<file path="src/rtl/vsp_pkg.sv">
// Shared firmware codes and sizing helper for the scalar pack unit and the blocks downstream of it.
package vsp_pkg;

   localparam logic [7:0] FW_PASS = 8'd0;
   localparam logic [7:0] FW_PACK = 8'd1;

   // Width of an element-count field able to hold 0..n
   function automatic int count_width(input int n);
      return $clog2(n + 1);
   endfunction

endpackage

</file>
<file path="src/rtl/scalar_pack_lane.sv">
// One chain's packing buffer: N scalar slots plus a fill counter.
// full_vec already contains the scalar being written this cycle, so the top
// can register a completed vector in the same cycle as its last element.
module scalar_pack_lane
   import vsp_pkg::*;
#(
   parameter int N          = 8,
   parameter int DATA_WIDTH = 32,
   parameter int CW         = count_width(N)
) (
   input  logic                             clk,
   input  logic                             rst_n,
   input  logic                             wr_en,
   input  logic [DATA_WIDTH-1:0]            data,
   input  logic                             flush,
   input  logic                             clear,
   output logic [N-1:0][DATA_WIDTH-1:0]     full_vec,
   output logic [CW-1:0]                    fill_count
);

   logic [N-1:0][DATA_WIDTH-1:0] slots;

   // Buffer contents with the in-flight write merged into slot fill_count
   always_comb begin
      full_vec = slots;
      for (int i = 0; i < N; i++)
         if (wr_en && fill_count == CW'(i)) full_vec[i] = data;
   end

   // Slot/counter update; flush and clear both empty the buffer so stale
   // slots never leak into the zero padding of a later partial vector
   always_ff @(posedge clk or negedge rst_n) begin
      if (!rst_n) begin
         slots      <= '0;
         fill_count <= '0;
      end else if (clear || flush) begin
         slots      <= '0;
         fill_count <= '0;
      end else if (wr_en) begin
         for (int i = 0; i < N; i++)
            if (fill_count == CW'(i)) slots[i] <= data;
         fill_count <= fill_count + CW'(1);
      end
   end

endmodule

</file>
<file path="src/rtl/vector_scalar_pack_unit.sv">
// Re-densifies the zero-padded output of the scalar reduce stage: chains in
// PACK gather element 0 of successive vectors into N-wide vectors, chains in
// PASS forward vectors unchanged. Per-chain firmware is written in config mode.
module vector_scalar_pack_unit
   import vsp_pkg::*;
#(
   parameter int                      N                  = 8,
   parameter int                      DATA_WIDTH         = 32,
   parameter int                      MAX_CHAINS         = 4,
   parameter int                      PERSONAL_CONFIG_ID = 0,
   parameter logic [MAX_CHAINS*8-1:0] INITIAL_FIRMWARE   = '0,
   localparam int                     CW                 = count_width(N),
   localparam int                     CHW                = (MAX_CHAINS > 1) ? $clog2(MAX_CHAINS) : 1
) (
   input  logic                         clk,
   input  logic                         rst_n,
   input  logic                         valid_in,
   input  logic                         eof_in,
   input  logic [CHW-1:0]               chainId_in,
   input  logic                         tracing,
   input  logic [7:0]                   configId,
   input  logic [7:0]                   configData,
   input  logic [N-1:0][DATA_WIDTH-1:0] vector_in,
   output logic                         valid_out,
   output logic [N-1:0][DATA_WIDTH-1:0] vector_out,
   output logic [CW-1:0]                count_out,
   output logic                         eof_out,
   output logic [CHW-1:0]               chainId_out
);

   logic [7:0]                                   firmware [MAX_CHAINS];
   logic [MAX_CHAINS-1:0]                        lane_wr, lane_flush, lane_clear;
   logic [MAX_CHAINS-1:0][N-1:0][DATA_WIDTH-1:0] lane_vec;
   logic [MAX_CHAINS-1:0][CW-1:0]                lane_cnt;

   int          cfg_off;
   logic        cfg_hit;
   logic        is_pack;
   logic [CW-1:0] k;
   logic        emit;

   // Config target decode and current-chain pack decision
   always_comb begin
      cfg_off = int'(configId) - PERSONAL_CONFIG_ID;
      cfg_hit = !tracing && (cfg_off >= 0) && (cfg_off < MAX_CHAINS);
      // reserved firmware values fall through to PASS
      is_pack = tracing && (firmware[chainId_in] == FW_PACK);
      k       = lane_cnt[chainId_in];
      if (valid_in) emit = (k == CW'(N - 1)) || eof_in;
      else          emit = eof_in && (k != '0);
   end

   // Firmware store, reloaded from INITIAL_FIRMWARE on reset
   always_ff @(posedge clk or negedge rst_n) begin
      if (!rst_n) begin
         for (int c = 0; c < MAX_CHAINS; c++) firmware[c] <= INITIAL_FIRMWARE[c*8 +: 8];
      end else if (cfg_hit) begin
         firmware[cfg_off[CHW-1:0]] <= configData;
      end
   end

   for (genvar c = 0; c < MAX_CHAINS; c++) begin : g_lane
      assign lane_wr[c]    = is_pack && valid_in && (chainId_in == CHW'(c));
      assign lane_flush[c] = is_pack && emit     && (chainId_in == CHW'(c));
      assign lane_clear[c] = cfg_hit && (cfg_off == c);

      scalar_pack_lane #(
         .N          (N),
         .DATA_WIDTH (DATA_WIDTH),
         .CW         (CW)
      ) u_lane (
         .clk        (clk),
         .rst_n      (rst_n),
         .wr_en      (lane_wr[c]),
         .data       (vector_in[0]),
         .flush      (lane_flush[c]),
         .clear      (lane_clear[c]),
         .full_vec   (lane_vec[c]),
         .fill_count (lane_cnt[c])
      );
   end

   // Output register: config mode idles the outputs, trace mode selects PASS or PACK
   always_ff @(posedge clk or negedge rst_n) begin
      if (!rst_n) begin
         valid_out   <= 1'b0;
         vector_out  <= '0;
         count_out   <= '0;
         eof_out     <= 1'b0;
         chainId_out <= '0;
      end else if (!tracing) begin
         valid_out  <= 1'b0;
         vector_out <= '0;
         count_out  <= '0;
         eof_out    <= 1'b0;
      end else begin
         eof_out     <= eof_in;
         chainId_out <= chainId_in;
         if (is_pack) begin
            valid_out  <= emit;
            vector_out <= emit ? lane_vec[chainId_in] : '0;
            if (!emit)         count_out <= '0;
            else if (valid_in) count_out <= k + CW'(1);
            else               count_out <= k;
         end else begin
            valid_out  <= valid_in;
            vector_out <= vector_in;
            count_out  <= valid_in ? CW'(N) : '0;
         end
      end
   end

endmodule

</file>
<file path="config.mk">
export PLATFORM = sky130hd
export DESIGN_NAME = vector_scalar_pack_unit
export DESIGN_NICKNAME = d
export VERILOG_FILES = /design/src/rtl/vsp_pkg.sv /design/src/rtl/scalar_pack_lane.sv /design/src/rtl/vector_scalar_pack_unit.sv
export SDC_FILE = /design/constraint.sdc
export NUM_CORES = 2
export LEC_CHECK = 0
export CORE_UTILIZATION = 37
export CTS_CLUSTER_SIZE = 25
export DETAILED_ROUTE_END_ITERATION = 8
export GPL_TIMING_DRIVEN = 0
export PLACE_DENSITY = 0.64
export SLEW_MARGIN = 10
export SYNTH_ARGS = -nofsm -noshare
export SYNTH_HDL_FRONTEND = slang
export SYNTH_SLANG_ARGS = --single-unit
</file>
<file path="constraint.sdc">
create_clock -name clk -period 5.1 [get_ports clk]
set_clock_uncertainty 0.2 [all_clocks]
set_input_delay 1.02 -clock clk [delete_from_list [all_inputs] [get_ports clk]]
set_output_delay 1.02 -clock clk [all_outputs]
set_load 0.05 [all_outputs]
</file>
# Yosys cells after proc, flatten, opt, wreduce, memory -nomap -nowiden

Cells that the tools add are included.

Register bits after elaboration: 1336
Input port bits: 279
Output and inout port bits: 264
Word-level logic and storage cells: 335

Magnitude comparators: 6
Reductions and logical operators: 132
Muxes and demuxes: 102
Add/sub/neg operators: 5
Bitwise logic cells: 2
Eq/ne operators: 36

Operators with widths:

| cell                                                                                 | number |
|---|---|
| 256-bit two-way mux                                                                  | 12 |
| 32-bit two-way mux                                                                   | 64 |
| 256-bit binary-select mux with 2-bit select                                          | 1 |
| 2-bit nonzero test                                                                   | 36 |
| 4-bit by 3-bit == test with 1-bit output (second input constant)                     | 17 |
| 2-bit AND reduction                                                                  | 32 |
| 4-bit two-way mux                                                                    | 14 |
| 1-bit logical AND                                                                    | 51 |
| 32-bit bitwise mux                                                                   | 1 |
| 4-bit by 2-bit == test with 1-bit output (second input constant)                     | 8 |
| 32-bit logical NOT                                                                   | 1 |
| 8-bit two-way mux                                                                    | 3 |
| 4-bit by 1-bit adder with 4-bit output (second input constant)                       | 5 |
| 8-bit binary-select mux with 2-bit select                                            | 1 |
| 8-bit demux with 2-bit select                                                        | 1 |
| 4-bit by 1-bit == test with 1-bit output (second input constant)                     | 4 |
| 8-bit by 3-bit == test with 1-bit output (second input constant)                     | 2 |
| 4-bit logical NOT                                                                    | 4 |
| 4-bit binary-select mux with 2-bit select                                            | 1 |
| 8-bit by 1-bit == test with 1-bit output (second input constant)                     | 1 |
| 8-bit by 2-bit == test with 1-bit output (second input constant)                     | 1 |
| 8-bit by 1-bit greater-or-equal comparator with 1-bit output (second input constant) | 1 |
| 8-bit by 3-bit < comparator with 1-bit output (second input constant)                | 1 |
| 3-bit greater-or-equal comparator (second input constant)                            | 2 |
| 10 further kinds                                                                     | 19 |

# Depth between registers and ports, before layout

Word-level depth: 15
Depth in mapped cells: 15
Mapped depth without buffers: 10

# Modules after synthesis

Synthesis repeated with hierarchy kept, for this count alone.

Cells, all modules: 6004
Area total of the unflattened synthesis: 81245.4 µm²

Modules (own cells, without submodules):

| module                  | cells each | area each (µm²) | times used | seq. area each (µm²) |
|---|---|---|---|---|
| scalar_pack_lane        | 1244       | 16075.4         | 4          | 6506.2 |
| vector_scalar_pack_unit | 1028       | 16943.8         | 1          | 7407.1 |

# Least setup slack after synthesis

No wires, ideal clock.

Path type: input to register
From: input chainId_in[1]
To: register g_lane[0].u_lane.slots[34] in the netlist's numbering
Path buffers: 6
Stages: 14
Setup time: 0.123 ns
Required time: 4.777 ns
Slack: 0.837 ns
Arrival time: 3.939 ns
Path through: buf_2 buf_1 clkbuf_1 mux4_2 ha_1 nand2_1 or3b_1 nand3_1 or4b_1 o21bai_1 clkbuf_1 clkbuf_1 buf_2 nor2_1

Word-level cells in the longest chain between the ends: 11
Elaborated cells on any way between the ends: 23
Those cells by class: 2 x eq/ne; 7 x mux; 1 x bitwise; 13 x reduce/logical

Ends and longest elaborated chain:

| element                                                | RTL line                      | RTL |
|---|---|---|
| start, declared                                        | vector_scalar_pack_unit.sv:19 | `input logic [CHW-1:0] chainId_in,` |
| 2-bit inverter with 3-bit output (not written as such) | vector_scalar_pack_unit.sv:47 | `is_pack = tracing && (firmware[chainId_in] == FW_PACK);` |
| 8-bit binary-select mux with 2-bit select              | vector_scalar_pack_unit.sv:47 |  |
| 8-bit two-way mux (not written as such) (2 in a row)   | vector_scalar_pack_unit.sv:47 |  |
| 8-bit by 1-bit == test with 1-bit output               | vector_scalar_pack_unit.sv:47 |  |
| 1-bit logical AND                                      | vector_scalar_pack_unit.sv:47 |  |
| 1-bit logical AND (2 in a row)                         | vector_scalar_pack_unit.sv:64 | `assign lane_flush[c] = is_pack && emit && (chainId_in == CHW'(c));` |
| 1-bit logical OR                                       | scalar_pack_lane.sv:36        | `end else if (clear \|\| flush) begin` |
| 2-bit nonzero test (no source line)                    | n/a                           |  |
| 2-bit AND reduction (no source line)                   | n/a                           |  |
| end signal, assigned by index                          | scalar_pack_lane.sv:41        | `if (fill_count == CW'(i)) slots[i] <= data;` |
| end, declared                                          | scalar_pack_lane.sv:21        | `logic [N-1:0][DATA_WIDTH-1:0] slots;` |

Parallel ways exist; a longest one is shown, timed or not. The select of a mux whose other input is x is not followed.
A chain may end at the register's enable or synchronous reset.

# Final worst setup path

From: input valid_in
To: register vector_out[159] in the netlist's numbering

Word-level cells in the longest chain between the ends: 9
Elaborated cells on any way between the ends: 19
Those cells by class: 10 x mux; 9 x reduce/logical

Ends and longest elaborated chain:

| element                                     | RTL line                       | RTL |
|---|---|---|
| start, declared                             | vector_scalar_pack_unit.sv:17  | `input logic valid_in,` |
| 1-bit logical AND (2 in a row)              | vector_scalar_pack_unit.sv:63  | `assign lane_wr[c] = is_pack && valid_in && (chainId_in == CHW'(c));` |
| 1-bit logical AND                           | scalar_pack_lane.sv:27         | `if (wr_en && fill_count == CW'(i)) full_vec[i] = data;` |
| 32-bit two-way mux                          | scalar_pack_lane.sv:27         |  |
| 256-bit binary-select mux with 2-bit select | vector_scalar_pack_unit.sv:101 | `vector_out <= emit ? lane_vec[chainId_in] : '0;` |
| 256-bit two-way mux (not written as such)   | vector_scalar_pack_unit.sv:101 |  |
| 256-bit two-way mux *                       | vector_scalar_pack_unit.sv:101 |  |
| 256-bit two-way mux *                       | vector_scalar_pack_unit.sv:99  | `if (is_pack) begin` |
| 256-bit two-way mux *                       | vector_scalar_pack_unit.sv:91  | `end else if (!tracing) begin` |
| end signal, assigned                        | vector_scalar_pack_unit.sv:101 |  |
| end signal, assigned                        | vector_scalar_pack_unit.sv:107 | `vector_out <= vector_in;` |
| end, declared                               | vector_scalar_pack_unit.sv:25  | `output logic [N-1:0][DATA_WIDTH-1:0] vector_out,` |

Mark *: on every way between the ends. The rest lies on a longest branch, timed or not. The select of a mux whose other input is x is not followed.

==> metrics list <==
- After detailed routing, the number of vias per cell comes to 5.85.
- For met2 alone, demand over resource in global routing was 48.6%.
- Seq/Total Area, Yosys: 52.0%
- For this configuration, the core starts out at a cell density of 37.3%.
- The worst hold path belongs to the class flip-flop to flip-flop.
- The library cells used most frequently in the layout, excluding fill and tap cells, are sky130_fd_sc_hd__dfrtp_1, sky130_fd_sc_hd__nand2_1, sky130_fd_sc_hd__mux2i_1.
* Failing checks: max-capacitance violations, max-slew violations
- Proportion of power drawn by the clock network: 46.2%
- Critical path capture point type: flip-flop
- Number of buffers on the longest clock path: 3
- The tree is rooted in a sky130_fd_sc_hd__clkbuf_16.
- The floorplan has 152 rows.
- GRT met3 Usage: 8.26%
- Counting instances, the worst hold path has a depth of 1.
* Number of port buffers: 540
* Data required time of the worst path: 5.64 ns
* Number of global-route vias before repair: 54812
- Number of nets produced by synthesis: 6610
- CTS saw 1336 sinks.
- After synthesis, the share of cell area in mux cells is 16.5%.
- Measured against its own limit, the worst slew margin works out to -1.97%.
* Die Ht: 419 microns
- Wirelength, routed: 292000 microns
* Clock tree from TritonCTS: built
- The first global-routing pass estimated 405000 microns of wire.
- Data arrives at the worst endpoint at 5.63 ns.
- Summed over all layers, the global routing overflow is 0.
- Kind of start point of the critical path: input pin
* Slew Limit Fails: 11
- CORE AREA: 172000 sq um
* Seq cells post-synth: 1336
- Antenna violations before repair: 19
* Die Area: 175000 sq um
- In this run the mean area of a mapped cell was 10.2 sq um.
- For the worst flop-to-flop path, the logic depth is 9.
- Finish-stage setup viols: 0
* Cell area after synthesis: 64300 sq um
- After layout, the worst path uses 99.8% of the clock period.
- The flow ran to the end, but the final reports show violations.
* Adder-cell area share of the yosys netlist: 0.351%
- Net load switching power: 7060 uW
- Sequential share of power: 42.6%
* Synth async-reset ratio: 100%
- Final HPWL from detailed placement: 226000 microns
* Net switching fraction of the power: 27.7%
- Top achievable clock speed: 196 MHz
- In this run the worst path has a maximum fanout of 10.
* VDD IR max: 0.361 mV
* Met1 track demand over resource in global routing: 42.3%
- The Yosys step of the flow raised 0 warnings.
- Post-synthesis cell count: 6313
- Cell internal pwr: 18400 uW
* Leakage power: 0.0354 uW
- Endpoint of the worst-slack reg-to-reg timing path: vector_out[45]
- Fraction of power consumed by combinational cells: 11.2%
* Parity-gate share of the synthesized area counting xor and xnor cells: 0.204%
- In the final layout, the share of cells above drive strength 1 is 9.90%.
* Internal reg-to-reg setup slack: 0.43 ns
- Initial detailed-routing violation count: 6640
- Overall routing resource usage: 32.7%
- Final worst path period need: 5.09 ns
* Launching point of the worst reg2reg path: firmware[20]
- The count of final hold-check violations was 0.
- Once detail routing completed, the nets flagged for antenna violations numbered 0.
- In this run, distinct cell masters in the synthesized netlist total 58.
- Area growth syn-to-layout: 22.6%
* DR vias: 55482
- By area, the combinational part of the netlist is dominated by multiplexers.
- The library cell used most frequently in the layout, excluding fill and tap cells, is sky130_fd_sc_hd__dfrtp_1.
- The startpoint identified for the worst hold timing path is firmware[15].
- Among all flip-flop cells after synthesis, the most frequent one is sky130_fd_sc_hd__dfrtp_1.
- Setup TNS after final layout: 0 ns
- In the routed design, unresolved DRC markers number 0.
* Global routing's busiest layer: met2
- Avg WL per Cell: 30.7 microns
* Endpoint with the worst hold slack: firmware[15]
* P per Cell Area: 323 nW/um^2
- The synthesized netlist devotes 13.7% of its cell area to compound gates.
- The congestion estimate from routability-driven global placement came to 1.03.
- After clock tree synthesis, the clock-pin slew on the worst setup and hold paths is 0.06 ns.
* Number of top-level pins: 543
- At the later pin of the worst-skew pair, clock insertion delay measures 0.83 ns.
- Timing analysis after detailed placement gives a worst setup slack of -2.43 ns.
- The design draws 25500 uW.
- After the last flow step, the layout net total stands at 7339.
- Number of max-cap violations: 1
- Maximum number of pins on one net before global-route repair: 160
* Simple logic cell fraction of the synthesized area: 12.8%
- In this run the number of H-tree levels came out at 4.
- Die outline width: 419 microns
- The setup path with the least slack is of type input pin to flip-flop.
* TritonRoute pass-1 iters: 8
* Final worst setup slack: 0.0103 ns
* Slew @ Worst Pin: 1.53 ns
- Cts bufs inserted: 153
- Number of synthesized flops with an enable pin: 0
layer usage:
metal	share of wire, %	up-vias
li1	-	23524
met1	40	28153
met2	43	3095
met3	9.8	692
met4	7.1	18
met5	0.041	-
registers in the layout, summed over array words and instances (netlist names):
signal                    flops
valid_out                     1
g_lane.u_lane.slots        1024
firmware                     32
vector_out                  256
g_lane.u_lane.fill_count     16
eof_out                       1
chainId_out                   2
count_out                     4
logic make-up (layout without fill, tap and decap cells):
| kind of cell | count (synthesis) | count (layout) |
|---|---|---|
| simple gates | 2000 | 2000 |
| flops | 1336 | 1336 |
| compound gates | 1234 | 1234 |
| mux | 1034 | 1034 |
| buf+inv | 676 | 1527 |
| fa+ha+maj | 18 | 18 |
| xor+xnor | 15 | 15 |
| other cells | 0 | 12 |
cells in the mapped netlist (35+ instances only):
cell type | count | area [sq um]
sky130_fd_sc_hd__nand2_1 | 922 | 3460
sky130_fd_sc_hd__buf_2 | 156 | 781
sky130_fd_sc_hd__a221o_1 | 65 | 651
sky130_fd_sc_hd__o211ai_1 | 192 | 1440
sky130_fd_sc_hd__a221oi_1 | 160 | 1400
sky130_fd_sc_hd__nand3_1 | 37 | 185
sky130_fd_sc_hd__mux2_2 | 162 | 1820
sky130_fd_sc_hd__clkbuf_1 | 430 | 1610
sky130_fd_sc_hd__o21ai_0 | 35 | 175
sky130_fd_sc_hd__buf_1 | 55 | 206
sky130_fd_sc_hd__a22o_1 | 224 | 1960
sky130_fd_sc_hd__nor3_1 | 40 | 200
sky130_fd_sc_hd__nor2_1 | 860 | 3230
sky130_fd_sc_hd__a21oi_1 | 354 | 1770
sky130_fd_sc_hd__o21ai_1 | 64 | 320
sky130_fd_sc_hd__dfrtp_1 | 1336 | 33400
sky130_fd_sc_hd__mux2i_1 | 867 | 8680
metrics by stage:
stage	util [%]	cell area (sq um)	instances	hold slack [ns]
2_1_floorplan	-	64300	6313	0.271
3_3_place_gp	42.2	72500	9163	0.282
3_5_place_dp	42.4	73000	9183	0.291
4_1_cts	45.7	78600	9469	0.303
5_1_grt	45.8	78800	9475	0.317
6_report	45.8	78800	9486	0.306
power by group through the flow:
stage               logic (uW)  clock network, uW  registers (uW)
global route              2930              12200           10900
global placement          2700                  0           11100
detailed placement        2770                  0           11100
floorplan                  846                  0           11400
CTS                       2780              11800           10900
finish                    2840              11800           10900
worst max-delay path, stage by stage:
cell                              delay [ns]
sky130_fd_sc_hd__clkdlybuf4s50_1        0.74
sky130_fd_sc_hd__inv_1                  0.29
sky130_fd_sc_hd__or3_1                  0.50
sky130_fd_sc_hd__nor4b_4                0.65
sky130_fd_sc_hd__nand4_1                0.59
sky130_fd_sc_hd__buf_1                  0.57
sky130_fd_sc_hd__mux2i_1                0.25
sky130_fd_sc_hd__o211ai_1               0.63
sky130_fd_sc_hd__a22o_1                 0.36
timing repair:
item,in CTS,in global routing
buffers inserted,8,6
resized for setup,49,43
hold buffers,1,0
setup endpoints to repair,1301,762
hold endpoints to repair,25,0
pin swaps,3,3
worst max-delay path by stage:
stage,from,end,slack [ns]
after floorplan,chainId_in[1],g_lane[0].u_lane.slots[34],0.84
after global placement,rst_n,vector_out[220],-59.04
after detailed placement,chainId_in[0],vector_out[226],-2.43
after CTS,chainId_in[0],vector_out[28],0.01
after global routing,chainId_in[0],g_lane[1].u_lane.slots[151],-0.0005
final,valid_in,vector_out[159],0.01
cell type report:
| type | instances | area, sq um |
|---|---|---|
| fillers | 16369 | 93300 |
| flip-flops and latches | 1336 | 33400 |
| clock buffers | 217 | 4440 |
| inverters | 16 | 60.1 |
| plain buffers | 659 | 2910 |
| multi-input cells | 4301 | 28100 |
| repair buffers | 575 | 6000 |
| diodes | 12 | 30.0 |
| well taps | 2310 | 2890 |
| clock inverters | 60 | 901 |
(Power assumes the default switching activity.)
